[src/rtl/fetch_unit_pkg.sv]
// Shared picoMIPS definitions: default widths, opcodes, fetch FSM state
// encoding and the next-PC action codes used between fetch_unit and next_pc.
package fetch_unit_pkg;

  localparam int PSIZE_DEF = 6;
  localparam int ISIZE_DEF = 24;
  localparam int OPW       = 6;

  localparam logic [OPW-1:0] OP_NOP  = 6'b000000;
  localparam logic [OPW-1:0] OP_ADD  = 6'b000001;
  localparam logic [OPW-1:0] OP_ADDI = 6'b000010;
  localparam logic [OPW-1:0] OP_MUL  = 6'b000011;
  localparam logic [OPW-1:0] OP_MULI = 6'b000100;
  localparam logic [OPW-1:0] OP_BEQ  = 6'b000101;
  localparam logic [OPW-1:0] OP_JMP  = 6'b000110;
  localparam logic [OPW-1:0] OP_BRA  = 6'b000111;

  typedef enum logic {
    FILL = 1'b0,
    RUN  = 1'b1
  } fetch_state_e;

  typedef enum logic [1:0] {
    PC_HOLD   = 2'd0,
    PC_INCR   = 2'd1,
    PC_BRANCH = 2'd2,
    PC_STALL  = 2'd3
  } pc_sel_e;

endpackage

[src/rtl/fetch_unit_next_pc.sv]
// next_pc: combinational next-fetch-address selection.
// Priority stall > absolute branch > relative branch > increment > hold.
// Decoder controls only count while the instruction register holds a real
// instruction; otherwise the unit just keeps fetching sequentially.
module next_pc
  import fetch_unit_pkg::*;
#(
  parameter int PSIZE = PSIZE_DEF
) (
  input  logic [PSIZE-1:0] fetch_pc_i,
  input  logic [PSIZE-1:0] instr_pc_i,
  input  logic [PSIZE-1:0] branch_addr_i,
  input  logic             instr_valid_i,
  input  logic             stall_i,
  input  logic             incr_i,
  input  logic             absbranch_i,
  input  logic             relbranch_i,
  output logic [PSIZE-1:0] pc_next_o,
  output logic [1:0]       pc_sel_o
);

  logic    abs_take;
  logic    rel_take;
  logic    incr_eff;
  pc_sel_e sel;

  assign abs_take = instr_valid_i & absbranch_i;
  assign rel_take = instr_valid_i & relbranch_i;
  assign incr_eff = ~instr_valid_i | incr_i;

  // Prioritised target selection; the relative sum is taken at PSIZE width,
  // which is the same as sign-extending the offset and wrapping mod 2^PSIZE.
  always_comb begin
    sel       = PC_HOLD;
    pc_next_o = fetch_pc_i;
    if (stall_i) begin
      sel = PC_STALL;
    end else if (abs_take) begin
      sel       = PC_BRANCH;
      pc_next_o = branch_addr_i;
    end else if (rel_take) begin
      sel       = PC_BRANCH;
      pc_next_o = instr_pc_i + branch_addr_i;
    end else if (incr_eff) begin
      sel       = PC_INCR;
      pc_next_o = fetch_pc_i + PSIZE'(1);
    end
  end

  assign pc_sel_o = sel;

endmodule

[src/rtl/fetch_unit.sv]
// fetch_unit: instruction fetch front end for a synchronous program ROM.
//
// state | meaning
// FILL  | ROM pipeline priming; rom_addr = fetch_pc, registers frozen
// RUN   | rom_data = ROM[fetch_pc]; rom_addr tracks next fetch_pc
//
// The release of reset is registered once before FILL may count its
// priming cycle, so the first valid instruction (ROM[0]) lands on the
// third rising edge after release.
module fetch_unit
  import fetch_unit_pkg::*;
#(
  parameter int PSIZE = PSIZE_DEF,
  parameter int ISIZE = ISIZE_DEF
) (
  input  logic             clk,
  input  logic             reset,
  input  logic             stall,
  input  logic             PCincr,
  input  logic             PCabsbranch,
  input  logic             PCrelbranch,
  input  logic [PSIZE-1:0] branch_addr,
  output logic [PSIZE-1:0] rom_addr,
  input  logic [ISIZE-1:0] rom_data,
  output logic [ISIZE-1:0] instr,
  output logic             instr_valid,
  output logic [PSIZE-1:0] instr_pc
);

  localparam logic [ISIZE-1:0] NOP_WORD = {OP_NOP, {(ISIZE-OPW){1'b0}}};

  fetch_state_e     state_q, state_d;
  logic             rel_q;
  logic [PSIZE-1:0] fetch_pc_q, fetch_pc_d;
  logic [ISIZE-1:0] instr_q, instr_d;
  logic             valid_q, valid_d;
  logic [PSIZE-1:0] ipc_q, ipc_d;
  logic [PSIZE-1:0] pc_next;
  logic [1:0]       pc_sel;

  next_pc #(.PSIZE(PSIZE)) u_next_pc (
    .fetch_pc_i    (fetch_pc_q),
    .instr_pc_i    (ipc_q),
    .branch_addr_i (branch_addr),
    .instr_valid_i (valid_q),
    .stall_i       (stall),
    .incr_i        (PCincr),
    .absbranch_i   (PCabsbranch),
    .relbranch_i   (PCrelbranch),
    .pc_next_o     (pc_next),
    .pc_sel_o      (pc_sel)
  );

  // State register plus registered reset release.
  always_ff @(posedge clk or negedge reset) begin
    if (!reset) begin
      state_q <= FILL;
      rel_q   <= 1'b0;
    end else begin
      state_q <= state_d;
      rel_q   <= 1'b1;
    end
  end

  // FILL lasts one non-stalled cycle once reset release has been seen.
  always_comb begin
    state_d = state_q;
    if (state_q == FILL && rel_q && !stall) begin
      state_d = RUN;
    end
  end

  // Register next-values and the ROM address for the current state.
  always_comb begin
    fetch_pc_d = fetch_pc_q;
    instr_d    = instr_q;
    valid_d    = valid_q;
    ipc_d      = ipc_q;
    if (state_q == RUN) begin
      case (pc_sel_e'(pc_sel))
        PC_INCR: begin
          fetch_pc_d = pc_next;
          instr_d    = rom_data;
          valid_d    = 1'b1;
          ipc_d      = fetch_pc_q;
        end
        PC_BRANCH: begin
          fetch_pc_d = pc_next;
          instr_d    = NOP_WORD;
          valid_d    = 1'b0;
        end
        default: begin
        end
      endcase
    end
    rom_addr = fetch_pc_d;
  end

  // Fetch datapath registers.
  always_ff @(posedge clk or negedge reset) begin
    if (!reset) begin
      fetch_pc_q <= '0;
      instr_q    <= NOP_WORD;
      valid_q    <= 1'b0;
      ipc_q      <= '0;
    end else begin
      fetch_pc_q <= fetch_pc_d;
      instr_q    <= instr_d;
      valid_q    <= valid_d;
      ipc_q      <= ipc_d;
    end
  end

  assign instr       = instr_q;
  assign instr_valid = valid_q;
  assign instr_pc    = ipc_q;

endmodule
[config.mk]
export PLATFORM = sky130hd
export DESIGN_NAME = fetch_unit
export DESIGN_NICKNAME = d
export VERILOG_FILES = /design/src/rtl/fetch_unit_pkg.sv /design/src/rtl/fetch_unit_next_pc.sv /design/src/rtl/fetch_unit.sv
export SDC_FILE = /design/constraint.sdc
export NUM_CORES = 1
export LEC_CHECK = 0
export BUFFER_PORTS_ARGS = -buffer_cell sky130_fd_sc_hd__buf_2
export CAP_MARGIN = 30
export CORE_MARGIN = 4
export CORE_UTILIZATION = 29
export CTS_CLUSTER_SIZE = 10
export DETAILED_ROUTE_END_ITERATION = 12
export GPL_TIMING_DRIVEN = 0
export PLACE_DENSITY = 0.59
export SLEW_MARGIN = 0
export SYNTH_ARGS = -nofsm -noshare
export SYNTH_HDL_FRONTEND = slang
export SYNTH_HIERARCHICAL = 1
export SYNTH_SLANG_ARGS = --single-unit
[constraint.sdc]
create_clock -name clk -period 3 [get_ports clk]
set_input_delay 0.6 -clock clk [delete_from_list [all_inputs] [get_ports clk]]
set_output_delay 0.6 -clock clk [all_outputs]
set_load 0.005 [all_outputs]
==> impl_metrics.json <==
{
  "grtUsageMet1_pct": 14.1,
  "rows": 32,
  "fin_util_pct": 38.0,
  "seq_area_frac_synth_pct": 41.5,
  "start_util_pct": 30.1,
  "yosys-mux-area-fraction_pct": 23.6,
  "critPathTopFamily": "buffers and inverters",
  "grt_overflow": 0,
  "max_cap_violations": 0,
  "final_layout_size_suffix_gt1_share_pct": 48.0,
  "num_io_pins": 73,
  "diodes": 0,
  "avgRoutedWirePerCell_um": 13.7,
  "worst_slew_pin_slew_ns": 0.899,
  "routed_via_density": 4.51,
  "synth.distinct_cells": 40,
  "syn_nets": 241,
  "drv_slew": 0,
  "rsz0062_at_grt": "no",
  "firstDrtPassIters": 5,
  "period_share_pct": 96.9,
  "period_needed_ns": 2.91,
  "synth-simple-area-share_pct": 14.5,
  "status": "finished clean",
  "synth_compound_area_share_pct": 6.92,
  "crit_top_cell": "buf_2",
  "grtUsageTotal_pct": 10.9,
  "wl_um": 5230,
  "synthCells": 196,
  "fin_skew_ns": 0.00541,
  "cts_buffers": 5,
  "drc": 0,
  "grt_max_degree": 40,
  "vias": 1718,
  "use_met3_pct": 4.43,
  "cts_buffer_depth": 2,
  "syn2layout_area_growth_pct": 26.4,
  "pre_cts_slack_ns": -0.180,
  "h-tree-depth": 2,
  "place_inst": 370,
  "dieHeight_um": 98.0,
  "ir_worst_vdd_v": 0.000333,
  "critPathCaptureType": "output pin",
  "core_area_sq_um": 7810,
  "slew-limit-headroom_pct": 40.1,
  "clk_pin_slew_ns": 0.08,
  "busiest_layer": "met2",
  "cp.arrival_ns": 2.31,
  "first_iter_violations": 24,
  "synth-warning-count": 6,
  "grt_pass1_vias": 1735,
  "clockRootBuffer": "clkbuf_8",
  "gp_routability_congestion": 0.832,
  "antenna_found_initial": 0,
  "pwr_density_cell_nw_per_um2": 953,
  "clock_latency_ns": 0.29,
  "synth_xor_area_share_pct": 2.61,
  "worst-path-max-fanout": 10,
  "setup_viol": 0,
  "grt_first_pass_wirelength_um": 8460,
  "post-dp-hpwl_um": 3870,
  "path_cells": "buf_2 -> clkbuf_8 -> nand3b_1 -> inv_1 -> ha_1 -> and2b_4 -> buf_12 -> mux2_4 -> buf_2",
  "ys_ff_latch": 39,
  "layout.cells.non_filler": 381,
  "grt_use_met2_pct": 16.6,
  "hold_path.class": "in -> async",
  "synth.avg_cell_area_sq_um": 12.0,
  "syn_area_sq_um": 2350,
  "fmax_ghz": 0.344,
  "io_buffers": 72,
  "crit_buf_inv": 5,
  "critPathMaxStageDelay_ns": 0.31,
  "synth_top_family_by_area": "multiplexers",
  "cts_tree": "done",
  "synthAdderAreaFrac_pct": 5.11,
  "hold_viol": 0,
  "antenna_left": 0,
  "start_kind": "primary input",
  "holdBufCountCts": 0,
  "slowest_stage": "mux2_4",
  "path_class": "in -> out",
  "layout.nets": 323,
  "critPathRequiredTime_ns": 2.40,
  "fp.dieW_um": 98.0,
  "dieArea_sq_um": 9610,
  "clock-sinks": 39,
  "fin_ws_ns": 0.0933,
  "leakage_uw": 0.00151
}
[kinds of logic after synthesis]
family                   after synthesis
AO/OA/AOI/OAI                         25
XOR/XNOR                               7
adder cells (fa/ha/maj)                9
buffers and inverters                 17
flip-flops                            39
multiplexers                          40
other                                  1
AND/OR/NAND/NOR                       58
[sequential cells by signal, summed over array words and instances (netlist names)]
name,cells
instr,24
rel_q,1
fetch_pc_q,6
instr_valid,1
state_q,1
instr_pc,6
[cell usage in the layout, fill, tap and decap left out, types with 4 or more instances in the layout]
master,instances
nand2_1,13
mux2_2,8
inv_1,9
mux2_4,29
xnor2_1,4
ha_1,8
nor2b_1,24
clkbuf_8,6
o21ai_0,4
a21oi_1,6
dfrtp_1,39
buf_2,74
[worst register-to-register path, stage by stage, from the launching register on]
cell and delay [ns]:
dfrtp_1 0.41, buf_6 0.16, a21oi_4 0.17, nand2_2 0.09, ha_1 0.26, and2b_4 0.28, buf_4 0.12, buf_12 0.13
mux2_4 0.31
[where the power goes]
part / internal (uW) / leakage (uW) / switching [uW]
Combinational: 918 / 0.000997 / 606
Sequential: 769 / 0.000473 / 190
Clock: 163 / 0.0000412 / 184
[cells in the mapped netlist (all sizes together)]
library cell / count / area [sq um]
dfrtp: 39 / 976
mux2: 37 / 526
nor2b: 25 / 164
nand2: 14 / 52.6
inv: 9 / 33.8
a21oi: 8 / 43.8
ha: 8 / 100
buf: 7 / 92.6
o21ai: 5 / 25.0
a21o: 4 / 31.3
xnor2: 4 / 35.0
mux2i: 3 / 30.0
nand4: 3 / 18.8
xor2: 3 / 26.3
nand2b: 2 / 12.5
nand3: 2 / 10.0
nand3b: 2 / 15.0
nor3: 2 / 10.0
nor3b: 2 / 15.0
o211ai: 2 / 15.0
or3: 2 / 12.5
a22oi: 1 / 7.51
a2bb2oi: 1 / 8.76
a31o: 1 / 8.76
a31oi: 1 / 6.26
and2: 1 / 8.76
and2b: 1 / 10.0
clkbuf: 1 / 3.75
conb: 1 / 3.75
fa: 1 / 20.0
nor2: 1 / 3.75
o221ai: 1 / 8.76
o31ai: 1 / 7.51
or2b: 1 / 7.51
[timing repair]
| action | CTS | global route |
|---|---|---|
| cloned | 0 | 0 |
| gates resized for setup | 4 | 3 |
| setup endpoints to repair | 6 | 6 |
| setup buffers | 0 | 3 |
[final cells by class]
type / instances / area [sq um]
plain buffers: 8 / 106
clock buffers: 6 / 72.6
clock inverters: 2 / 12.5
fillers: 805 / 4840
inverters: 9 / 33.8
multi-input cells: 140 / 1260
flip-flops and latches: 39 / 976
well taps: 102 / 128
repair buffers: 75 / 383
[per-stage QoR]
stage	total power [uW]	TNS (ns)	instance area, sq um	hold WS (ns)
floorplan	2000	0	2350	0.304
global placement	2460	-1.06	2840	0.436
detailed placement	2480	-1.05	2840	0.458
CTS	2860	0	2940	0.462
global route	3050	0	2970	0.468
finish	2830	0	2970	0.441
[layer usage]
layer / wire length (um) / vias to the layer above
met5: 0 / -
met1: 2440 / 804
li1: - / 839
met4: 62 / 0
met2: 2260 / 68
met3: 462 / 7
[worst paths after layout]
| path | end | start | slack (ns) | cells past startpoint |
|---|---|---|---|---|
| max | rom_addr[5] | stall | 0.09 | 9 |
| min | state_q$_DFFE_PN0P_ | reset | 0.44 | 1 |
| max reg2reg | instr[5]$_DFFE_PN0P_ | instr_valid$_DFFE_PN0P_ | 0.96 | 8 |
| min reg2reg | state_q$_DFFE_PN0P_ | rel_q$_DFF_PN0_ | 0.46 | 1 |
| max in group asynchronous | rel_q$_DFF_PN0_ | reset | 2.01 | 1 |
| min in group clk | state_q$_DFFE_PN0P_ | rel_q$_DFF_PN0_ | 0.46 | 1 |
No activity file was read; power rests on OpenSTA's default activity.
